===== config.mk =====
export PLATFORM = sky130hd
export DESIGN_NAME = sevenseg_reader_flat
export DESIGN_NICKNAME = d
export VERILOG_FILES = /design/src/rtl/sevenseg_reader_if.sv /design/src/rtl/sevenseg_reader.sv /design/src/flat_wrapper.sv
export SDC_FILE = /design/constraint.sdc
export NUM_CORES = 1
export LEC_CHECK = 0
export CORE_ASPECT_RATIO = 1.5
export CORE_MARGIN = 8
export CORE_UTILIZATION = 48
export DETAILED_ROUTE_END_ITERATION = 8
export GPL_ROUTABILITY_DRIVEN = 0
export MAX_ROUTING_LAYER = met4
export PLACE_DENSITY = 0.82
export RECOVER_POWER = 50
export SYNTH_ARGS = -nofsm -noshare
export SYNTH_HDL_FRONTEND = slang
export SYNTH_SLANG_ARGS = --single-unit

===== constraint.sdc =====
create_clock -name clk -period 2.2 [get_ports clk]
set_input_delay 0.55 -clock clk [delete_from_list [all_inputs] [get_ports clk]]
set_output_delay 0.55 -clock clk [all_outputs]
set_load 0.1 [all_outputs]

===== src/rtl/sevenseg_reader_if.sv =====
// Segment bus seen by the reader: scan inputs from the display side,
// decoded digit state back out.
interface sevenseg_reader_if #(
  parameter int NUM_DIGITS = 4
);
  logic                    sample_en;
  logic [6:0]              seg_in;
  logic [NUM_DIGITS-1:0]   dig_sel;
  logic [4*NUM_DIGITS-1:0] digits;
  logic [NUM_DIGITS-1:0]   digit_valid;
  logic [NUM_DIGITS-1:0]   digit_err;
  logic                    update;
  logic                    frame_done;
  logic                    sel_err;

  modport master (
    output sample_en, seg_in, dig_sel,
    input  digits, digit_valid, digit_err,
    input  update, frame_done, sel_err
  );

  modport slave (
    input  sample_en, seg_in, dig_sel,
    output digits, digit_valid, digit_err,
    output update, frame_done, sel_err
  );
endinterface


===== src/rtl/sevenseg_reader.sv =====
// 7-segment scan receiver: debounces each digit's pattern and
// decodes it back to a hex nibble, flagging illegal glyphs.
module sevenseg_reader #(
  parameter int NUM_DIGITS = 4,
  parameter int STABLE_CNT = 3,
  parameter int CNT_W      = 4
) (
  input logic              clk,
  input logic              rst_n,
  sevenseg_reader_if.slave bus
);

  localparam logic [CNT_W-1:0] STBL = CNT_W'(STABLE_CNT);
  localparam logic [NUM_DIGITS-1:0] ONE = NUM_DIGITS'(1);

  logic [CNT_W-1:0]        cnt_q, cnt_d;
  logic [NUM_DIGITS-1:0]   last_sel_q, last_sel_d;
  logic [6:0]              last_seg_q, last_seg_d;
  logic [NUM_DIGITS-1:0]   seen_q, seen_d;
  logic [4*NUM_DIGITS-1:0] digits_q, digits_d;
  logic [NUM_DIGITS-1:0]   valid_q, valid_d;
  logic [NUM_DIGITS-1:0]   err_q, err_d;
  logic                    update_q, update_d;
  logic                    frame_q, frame_d;
  logic                    selerr_q, selerr_d;

  logic       onehot;
  logic       same;
  logic       latch;
  logic [4:0] gl;

  // {hit, nibble}; exact match against the encoder's glyph set
  function automatic logic [4:0] glyph(input logic [6:0] s);
    unique case (s)
      7'h7E:   glyph = 5'h10;
      7'h30:   glyph = 5'h11;
      7'h6D:   glyph = 5'h12;
      7'h79:   glyph = 5'h13;
      7'h33:   glyph = 5'h14;
      7'h5B:   glyph = 5'h15;
      7'h5F:   glyph = 5'h16;
      7'h70:   glyph = 5'h17;
      7'h7F:   glyph = 5'h18;
      7'h7B:   glyph = 5'h19;
      7'h77:   glyph = 5'h1A;
      7'h1F:   glyph = 5'h1B;
      7'h4E:   glyph = 5'h1C;
      7'h3D:   glyph = 5'h1D;
      7'h4F:   glyph = 5'h1E;
      7'h47:   glyph = 5'h1F;
      default: glyph = 5'h00;
    endcase
  endfunction

  assign onehot = (bus.dig_sel != '0) &&
                  ((bus.dig_sel & (bus.dig_sel - ONE)) == '0);
  assign same   = (bus.dig_sel == last_sel_q) &&
                  (bus.seg_in == last_seg_q);
  assign gl     = glyph(bus.seg_in);

  always_comb begin
    cnt_d      = cnt_q;
    last_sel_d = last_sel_q;
    last_seg_d = last_seg_q;
    selerr_d   = 1'b0;
    if (bus.sample_en) begin
      if (!onehot) begin
        selerr_d   = 1'b1;
        cnt_d      = '0;
        last_sel_d = '0;
      end else if (same) begin
        cnt_d = (cnt_q < STBL) ? cnt_q + CNT_W'(1) : STBL;
      end else begin
        cnt_d      = CNT_W'(1);
        last_sel_d = bus.dig_sel;
        last_seg_d = bus.seg_in;
      end
    end
  end

  // One latch per stable run: only on the edge into saturation
  assign latch = bus.sample_en && onehot &&
                 (cnt_d == STBL) && (cnt_q < STBL);

  always_comb begin
    digits_d = digits_q;
    valid_d  = valid_q;
    err_d    = err_q;
    seen_d   = seen_q;
    update_d = 1'b0;
    frame_d  = 1'b0;
    if (latch) begin
      update_d = 1'b1;
      for (int i = 0; i < NUM_DIGITS; i++) begin
        if (bus.dig_sel[i]) begin
          if (gl[4]) begin
            digits_d[4*i +: 4] = gl[3:0];
            valid_d[i]         = 1'b1;
            err_d[i]           = 1'b0;
          end else if (bus.seg_in == 7'h00) begin
            digits_d[4*i +: 4] = 4'h0;
            valid_d[i]         = 1'b0;
            err_d[i]           = 1'b0;
          end else begin
            valid_d[i] = 1'b0;
            err_d[i]   = 1'b1;
          end
        end
      end
      if (&(seen_q | bus.dig_sel)) begin
        frame_d = 1'b1;
        seen_d  = '0;
      end else begin
        seen_d = seen_q | bus.dig_sel;
      end
    end
  end

  always_ff @(posedge clk) begin
    if (!rst_n) begin
      cnt_q      <= '0;
      last_sel_q <= '0;
      last_seg_q <= '0;
      seen_q     <= '0;
      digits_q   <= '0;
      valid_q    <= '0;
      err_q      <= '0;
      update_q   <= 1'b0;
      frame_q    <= 1'b0;
      selerr_q   <= 1'b0;
    end else begin
      cnt_q      <= cnt_d;
      last_sel_q <= last_sel_d;
      last_seg_q <= last_seg_d;
      seen_q     <= seen_d;
      digits_q   <= digits_d;
      valid_q    <= valid_d;
      err_q      <= err_d;
      update_q   <= update_d;
      frame_q    <= frame_d;
      selerr_q   <= selerr_d;
    end
  end

  assign bus.digits      = digits_q;
  assign bus.digit_valid = valid_q;
  assign bus.digit_err   = err_q;
  assign bus.update      = update_q;
  assign bus.frame_done  = frame_q;
  assign bus.sel_err     = selerr_q;

endmodule


===== src/flat_wrapper.sv =====
// flat-port wrapper written by rule: the top's interface ports become plain ports
module sevenseg_reader_flat 
#(
  parameter int NUM_DIGITS = 4,
  parameter int STABLE_CNT = 3,
  parameter int CNT_W      = 4
)
  (clk, rst_n, bus_sample_en, bus_seg_in, bus_dig_sel, bus_digits, bus_digit_valid, bus_digit_err, bus_update, bus_frame_done, bus_sel_err);
  sevenseg_reader_if #(.NUM_DIGITS(NUM_DIGITS)) bus_i ();
  input logic clk;
  input logic rst_n;
  input wire logic [$bits(bus_i.sample_en)-1:0] bus_sample_en;
  input wire logic [$bits(bus_i.seg_in)-1:0] bus_seg_in;
  input wire logic [$bits(bus_i.dig_sel)-1:0] bus_dig_sel;
  output wire logic [$bits(bus_i.digits)-1:0] bus_digits;
  output wire logic [$bits(bus_i.digit_valid)-1:0] bus_digit_valid;
  output wire logic [$bits(bus_i.digit_err)-1:0] bus_digit_err;
  output wire logic [$bits(bus_i.update)-1:0] bus_update;
  output wire logic [$bits(bus_i.frame_done)-1:0] bus_frame_done;
  output wire logic [$bits(bus_i.sel_err)-1:0] bus_sel_err;
  assign bus_i.sample_en = bus_sample_en;
  assign bus_i.seg_in = bus_seg_in;
  assign bus_i.dig_sel = bus_dig_sel;
  assign bus_digits = bus_i.digits;
  assign bus_digit_valid = bus_i.digit_valid;
  assign bus_digit_err = bus_i.digit_err;
  assign bus_update = bus_i.update;
  assign bus_frame_done = bus_i.frame_done;
  assign bus_sel_err = bus_i.sel_err;
  sevenseg_reader #(.NUM_DIGITS(NUM_DIGITS), .STABLE_CNT(STABLE_CNT), .CNT_W(CNT_W)) u_core (.clk(clk), .rst_n(rst_n), .bus(bus_i));
endmodule

==> flow_metrics.tcl, run 1 <==
set metrics [dict create \
    final_area_um2 3290 \
    ys_async_sr_fraction 0 \
    initialDrtViolationCount 196 \
    clk_pin_slew_ns 0.09 \
    clkPwrFrac 0.357 \
    synth-main-ff-cell "dfxtp_1" \
    worst_skew_pair.late_latency_ns 0.30 \
    synth_edf_count 0 \
    syn_avg_cell_area_um2 8.74 \
    antenna_cells 0 \
    synth_warnings 0 \
    htreeDepth 2 \
    max_freq_mhz 476 \
    timing.final.crit_share 0.954 \
    antenna_found_initial 0 \
    synthesis.nets 299 \
    hold_violations 0 \
    die_h_um 104 \
    critPathKind "in -> reg" \
    muxShareOfSynthArea 0.0282 \
    synth_common_cells "dfxtp_1 (46), nand2_1 (28), nor2_1 (22)" \
    root_buffer "clkbuf_8" \
    swShare 0.259 \
    synth_top_family_by_area "simple AND/OR/NAND/NOR gates" \
    finClkSkew_ns 0.0114 \
    vdd.ir_drop.worst_v 0.000303 \
    grt-ovfl-total 0 \
    pwr-share-comb 0.165 \
    cts_hold_buffers 0 \
    drcViolationCount 0 \
    ys_top_cells_by_area "dfxtp_1 (37%), o211ai_1 (5.1%), xnor2_1 (4.9%)" \
    p_switching_uw 459 \
    synthCells 284 \
    first_pass_iters 5 \
    drt_wl_total_mm 6.95 \
    finalNetCount 376 \
    grt_pass1_wl_mm 11.4 \
    powerDensity_nw_per_um2 539 \
    grt_max_degree 37 \
    rows 32 \
    start_kind "input port" \
    viasPerCell 5.91 \
    stdcell_count 430 \
    worst_slew_pin_slew_ns 0.551 \
    yosys.area.top_type "dfxtp_1" \
    p_int_uw 1310 \
    dieArea_um2 7780 \
    ios 41 \
    rsz0062_at_grt "false" \
    top_usage_layer "met2" \
    dp_cells 417 \
    start_util 0.488 \
    synth_fa_ha_area_frac 0.00504 \
    pwr-share-seq 0.478 \
    synthSimpleGateAreaFrac 0.290 \
    min_path_type "reg -> reg" \
    drive_above_1_share 0.312 \
    cts_tree "built" \
    min_period_ns 2.10 \
    grtUsageMet1 0.182 \
    cts_buffers 5 \
    synth-compound-area-share 0.184 \
    worstSetupEndpointType "register" \
    core_area_um2 5080 \
    synthDistinctLibCells 51 \
    hpwl_mm 5.09 \
    synth-seq-cells 46 \
    worstPathRequired_ns 2.39 \
    ant_nets 0 \
    final_util 0.647 \
    yosysMostFrequentCell "dfxtp_1" \
    rrSetupSlack_ns 0.33 \
    setup_viol 0 \
    path_max_fanout 8 \
    arrival_ns 2.29 \
    placed_area_um2 3160 \
    slew-limit-headroom 0.634 \
    drv_slew 0 \
    drv_cap 0 \
    grt_pass1_vias 2533 \
    power_leakage_uw 0.00133 \
    grt_usage 0.187 \
    holdWs_ns 0.468 \
    clockBufferDepth 2 \
    io_buffers 40 \
    yosys.area_share.xor_xnor 0.0494 \
    syn2layout_area_growth_pct 32.5 \
    mappedNetlistArea_um2 2480 \
    synth_top_area_share 0.371 \
    vias 2540 \
    ys_seq_area_frac 0.371 \
    die_x_um 74.7 \
    cts.sinks 46 \
    grtUsageMet3 0.0319 \
    status "complete, no violations" \
    drt-wirelength-per-cell_um 16.2 \
    use_met2 0.334 \
]
[layout make-up]
| cell class | instances | area (um^2) |
|---|---|---|
| clock inverters | 2 | 37.5 |
| fillers | 418 | 1800 |
| well taps | 68 | 85.1 |
| inverters | 3 | 11.3 |
| repair buffers | 97 | 724 |
| clock buffers | 6 | 72.6 |
| flip-flops and latches | 46 | 921 |
| multi-input cells | 208 | 1440 |
[metrics by stage]
| stage | total power (uW) | setup TNS [ns] | setup WS, ns |
|---|---|---|---|
| after floorplan | 1040 | -0.445 | -0.0742 |
| after detailed placement | 1150 | -16.21 | -0.475 |
| after CTS | 1760 | -0.00213 | -0.00213 |
| final | 1770 | 0 | 0.101 |
| after global placement | 1140 | -14.30 | -0.443 |
| after global routing | 1840 | 0 | 0.0286 |
[per-layer routing]
layer / part of all wire / vias to the layer above / wire length (um)
li1: - / 1202 / -
met1: 0.38 / 1215 / 2640
met2: 0.54 / 91 / 3740
met3: 0.044 / 32 / 305
met4: 0.039 / 0 / 270
met5: 0 / - / 0
[critical path, stage by stage]
cell           delay (ns)
dlygate4sd2_1        0.27
or4b_1               0.54
o311ai_2             0.11
and2_4               0.24
buf_12               0.12
nand4_4              0.16
o211ai_1             0.21
o31ai_1              0.10
[cell families after synthesis]
| group | count (synthesis) |
|---|---|
| simple gates | 122 |
| fa+ha+maj | 1 |
| buf+inv | 31 |
| xor+xnor | 14 |
| flops | 46 |
| compound gates | 63 |
| mux | 7 |
[layout by cell type (no fill, tap or decap), drive strengths merged, types with 2 or more instances in the layout]
cell and instances:
buf 56, dfxtp 46, clkbuf 34, nand2 29
nor2 22, nand3 20, o211ai 17, xnor2 14
a21oi 12, nand4 12, o31ai 9, mux2i 7
dlygate4sd2 7, nor3 6, o21ai 6, nor3b 5
nand2b 4, a32o 4, dlymetal6s2s 4, and3 4
and4 4, inv 3, nand3b 3, or4b 3
o22ai 3, a31oi 2, nand4b 2, nor4b 2
o32ai 2, o311ai 2
[worst paths after layout]
| check | from | end | cells past startpoint |
|---|---|---|---|
| max | bus_dig_sel[2] | u_core.bus.digits[7]$_SDFFE_PN0P_ | 8 |
| min | u_core.seen_q[2]$_SDFFE_PN0P_ | u_core.seen_q[2]$_SDFFE_PN0P_ | 2 |
| max reg2reg | u_core.cnt_q[0]$_SDFF_PN0_ | u_core.bus.digits[7]$_SDFFE_PN0P_ | 7 |
| min reg2reg | u_core.seen_q[2]$_SDFFE_PN0P_ | u_core.seen_q[2]$_SDFFE_PN0P_ | 2 |
[state kept, by name, summed over array words and instances (netlist names)]
signal	flops
u_core.cnt_q	4
u_core.seen_q	4
u_core.bus.digits	16
u_core.bus.frame_done	1
u_core.last_sel_q	4
u_core.last_seg_q	7
u_core.bus.update	1
u_core.bus.digit_err	4
u_core.bus.digit_valid	4
u_core.bus.sel_err	1
[power groups by stage]
stage	Sequential, uW	Clock, uW	Combinational [uW]
finish	848	633	292
global route	849	678	312
CTS	847	633	283
detailed placement	867	0	281
global placement	866	0	275
floorplan	874	0	161
[repair_timing]
item,4_1_cts,5_1_grt
pin swaps,13,5
resized for setup,20,11
buffers inserted,1,2
cloned,1,1
endpoints found under the setup margin,36,29
(Power assumes the default switching activity.)
==> run 2, diff against run 1 <==
--- a/config.mk
+++ b/config.mk
@@ -9,7 +9,7 @@
 export CORE_MARGIN = 8
 export CORE_UTILIZATION = 48
 export DETAILED_ROUTE_END_ITERATION = 8
-export GPL_ROUTABILITY_DRIVEN = 0
+export GPL_ROUTABILITY_DRIVEN = 1
 export MAX_ROUTING_LAYER = met4
 export PLACE_DENSITY = 0.82
 export RECOVER_POWER = 50
==> results of run 2 <==
Final layout, timing and power as in run 1 (identical DEF).
==> run 3, diff against run 2 <==
--- a/config.mk
+++ b/config.mk
@@ -11,8 +11,9 @@
 export DETAILED_ROUTE_END_ITERATION = 8
 export GPL_ROUTABILITY_DRIVEN = 1
 export MAX_ROUTING_LAYER = met4
-export PLACE_DENSITY = 0.82
+export PLACE_DENSITY = 0.74
 export RECOVER_POWER = 50
+export SETUP_SLACK_MARGIN = 0.5
 export SYNTH_ARGS = -nofsm -noshare
 export SYNTH_HDL_FRONTEND = slang
 export SYNTH_SLANG_ARGS = --single-unit
==> run 3 against run 2 <==
Effect of this change: wire length is 11% higher; critical path depth is 1 lower; die area is the same; largest power group unchanged; first-iteration DRC count rose by 17%; via count increased by 3.6%; largest cell class unchanged; total power rose by 3.0%; register-to-register slack better by 0.08 ns.
==> flow_metrics.tcl, run 3 (synthesis gave the netlist of run 1 again) <==
set metrics [dict create \
    grt_pass1_vias 2616 \
    hold_violations 0 \
    fin_setup_tns_ns 0 \
    vias 2631 \
    worstSetupEndpointType "register" \
    arrival_ns 2.08 \
    critPathKind "in -> reg" \
    rows 32 \
    finalNetCount 395 \
    start_util 0.488 \
    critPathLaunch "bus_dig_sel[3]" \
    p_switching_uw 477 \
    place.gp.congestion 0.848 \
    powerDensity_nw_per_um2 476 \
    setup_viol 0 \
    min_period_ns 1.91 \
    clkPwrFrac 0.340 \
    slew-limit-headroom 0.629 \
    grt_pass1_wl_mm 12.3 \
    rsz0062_at_grt "true" \
    cts_hold_buffers 0 \
    htreeDepth 2 \
    swShare 0.261 \
    pwr-share-comb 0.194 \
    worst_skew_pair.late_latency_ns 0.29 \
    ios 41 \
    finClkSkew_ns 0.00650 \
    grt-ovfl-total 0 \
    dieArea_um2 7780 \
    antenna_cells 0 \
    pwr-share-seq 0.465 \
    viasPerCell 5.86 \
    hpwl_mm 5.03 \
    largest_register_ffs 16 \
    initialDrtViolationCount 230 \
    first_pass_iters 4 \
    io_buffers 40 \
    cts_tree "built" \
    power_leakage_uw 0.00153 \
    drv_slew 0 \
    cts.sinks 46 \
    syn2layout_area_growth_pct 54.5 \
    status "complete, no violations" \
    vdd.ir_drop.worst_v 0.000478 \
    drt_wl_total_mm 7.71 \
    max_freq_mhz 522 \
    drcViolationCount 0 \
    worst_slew_pin_slew_ns 0.558 \
    grt_max_degree 44 \
    grt_usage 0.201 \
    min_path_type "reg -> reg" \
    worstHoldStart "u_core.seen_q[2]$_SDFFE_PN0P_" \
    clk_pin_slew_ns 0.08 \
    die_h_um 104 \
    path_max_fanout 4 \
    worstPathRequired_ns 2.37 \
    final_common_cell "dfxtp_1" \
    r2r-start "u_core.last_sel_q[2]$_SDFFE_PN0P_" \
    timing.final.crit_share 0.870 \
    clockBufferDepth 2 \
    die_x_um 74.7 \
    holdWs_ns 0.470 \
    drt-wirelength-per-cell_um 17.2 \
    cts_buffers 5 \
    core_area_um2 5080 \
    root_buffer "clkbuf_8" \
    drive_above_1_share 0.475 \
    ant_nets 0 \
    drv_cap 0 \
    start_kind "input port" \
    p_int_uw 1350 \
    antenna_found_initial 0 \
    mostFrequentLayoutCells "dfxtp_1 (46), buf_4 (43), clkbuf_2 (27)" \
]
-- run 3: cell count changes in the layout (fill, tap and decap cells not counted), sizes merged --
| cell | before | now |
|---|---|---|
| buf | 56 | 84 |
| dlygate4sd2 | 7 | 0 |
| dlymetal6s2s | 4 | 0 |
| and2 | 1 | 2 |
| and2b | 1 | 2 |
| nand2 | 29 | 30 |
| nand4 | 12 | 11 |
-- run 3: cell type report --
cell class                 count  area (um^2)
clock buffer                   6         72.6
clock inverter                 2         37.5
fill                         339         1250
inverter                       3         11.3
multi-input combinational    210         1720
sequential                    46          921
tap                           68         85.1
timing repair buffer         114          987
-- run 3: worst paths after layout --
check,endpoint,slack [ns],cells past startpoint
hold / removal,u_core.seen_q[2]$_SDFFE_PN0P_,0.47,2
setup / recovery,u_core.seen_q[1]$_SDFFE_PN0P_,0.29,7
setup reg to reg,u_core.bus.digits[3]$_SDFFE_PN0P_,0.41,8
hold reg to reg,u_core.seen_q[2]$_SDFFE_PN0P_,0.47,2
-- run 3: stage by stage --
| step | cells | utilization | instance area [um^2] | setup slack [ns] | total power [uW] |
|---|---|---|---|---|---|
| 2_1_floorplan | 284 | - | 2600 | -0.0701 | 1050 |
| 3_3_place_gp | 419 | 0.639 | 3250 | -0.489 | 1140 |
| 3_5_place_dp | 419 | 0.639 | 3250 | -0.545 | 1140 |
| 4_1_cts | 441 | 0.728 | 3700 | 0.335 | 1810 |
| 5_1_grt | 449 | 0.754 | 3840 | 0.220 | 1890 |
| 6_report | 449 | 0.754 | 3840 | 0.286 | 1830 |
-- run 3: worst max-delay path: stages --
cell and delay, ns:
buf_6 0.10, or4b_4 0.54, o311ai_4 0.11, clkbuf_1 0.22
nand2_4 0.07, o41ai_2 0.40, nor2_1 0.09
-- run 3: timing repair --
| item | in CTS | in global routing |
|---|---|---|
| cloned | 3 | 1 |
| pin swaps | 25 | 27 |
| buffers inserted | 11 | 7 |
| setup endpoints to repair | 43 | 42 |
| gates resized for setup | 105 | 33 |
-- run 3: power by group through the flow --
stage | Combinational (uW) | Sequential, uW | Clock [uW]
after floorplan | 174 | 874 | 0
after global routing | 377 | 851 | 663
after detailed placement | 276 | 867 | 0
final | 355 | 850 | 622
after global placement | 272 | 867 | 0
after CTS | 319 | 850 | 639
-- run 3: routing by layer --
layer / part of all wire / GRT usage
met2: 0.54 / 0.344
met4: 0.026 / 0.0817
met1: 0.39 / 0.222
met3: 0.042 / 0.0280
met5: 0 / -
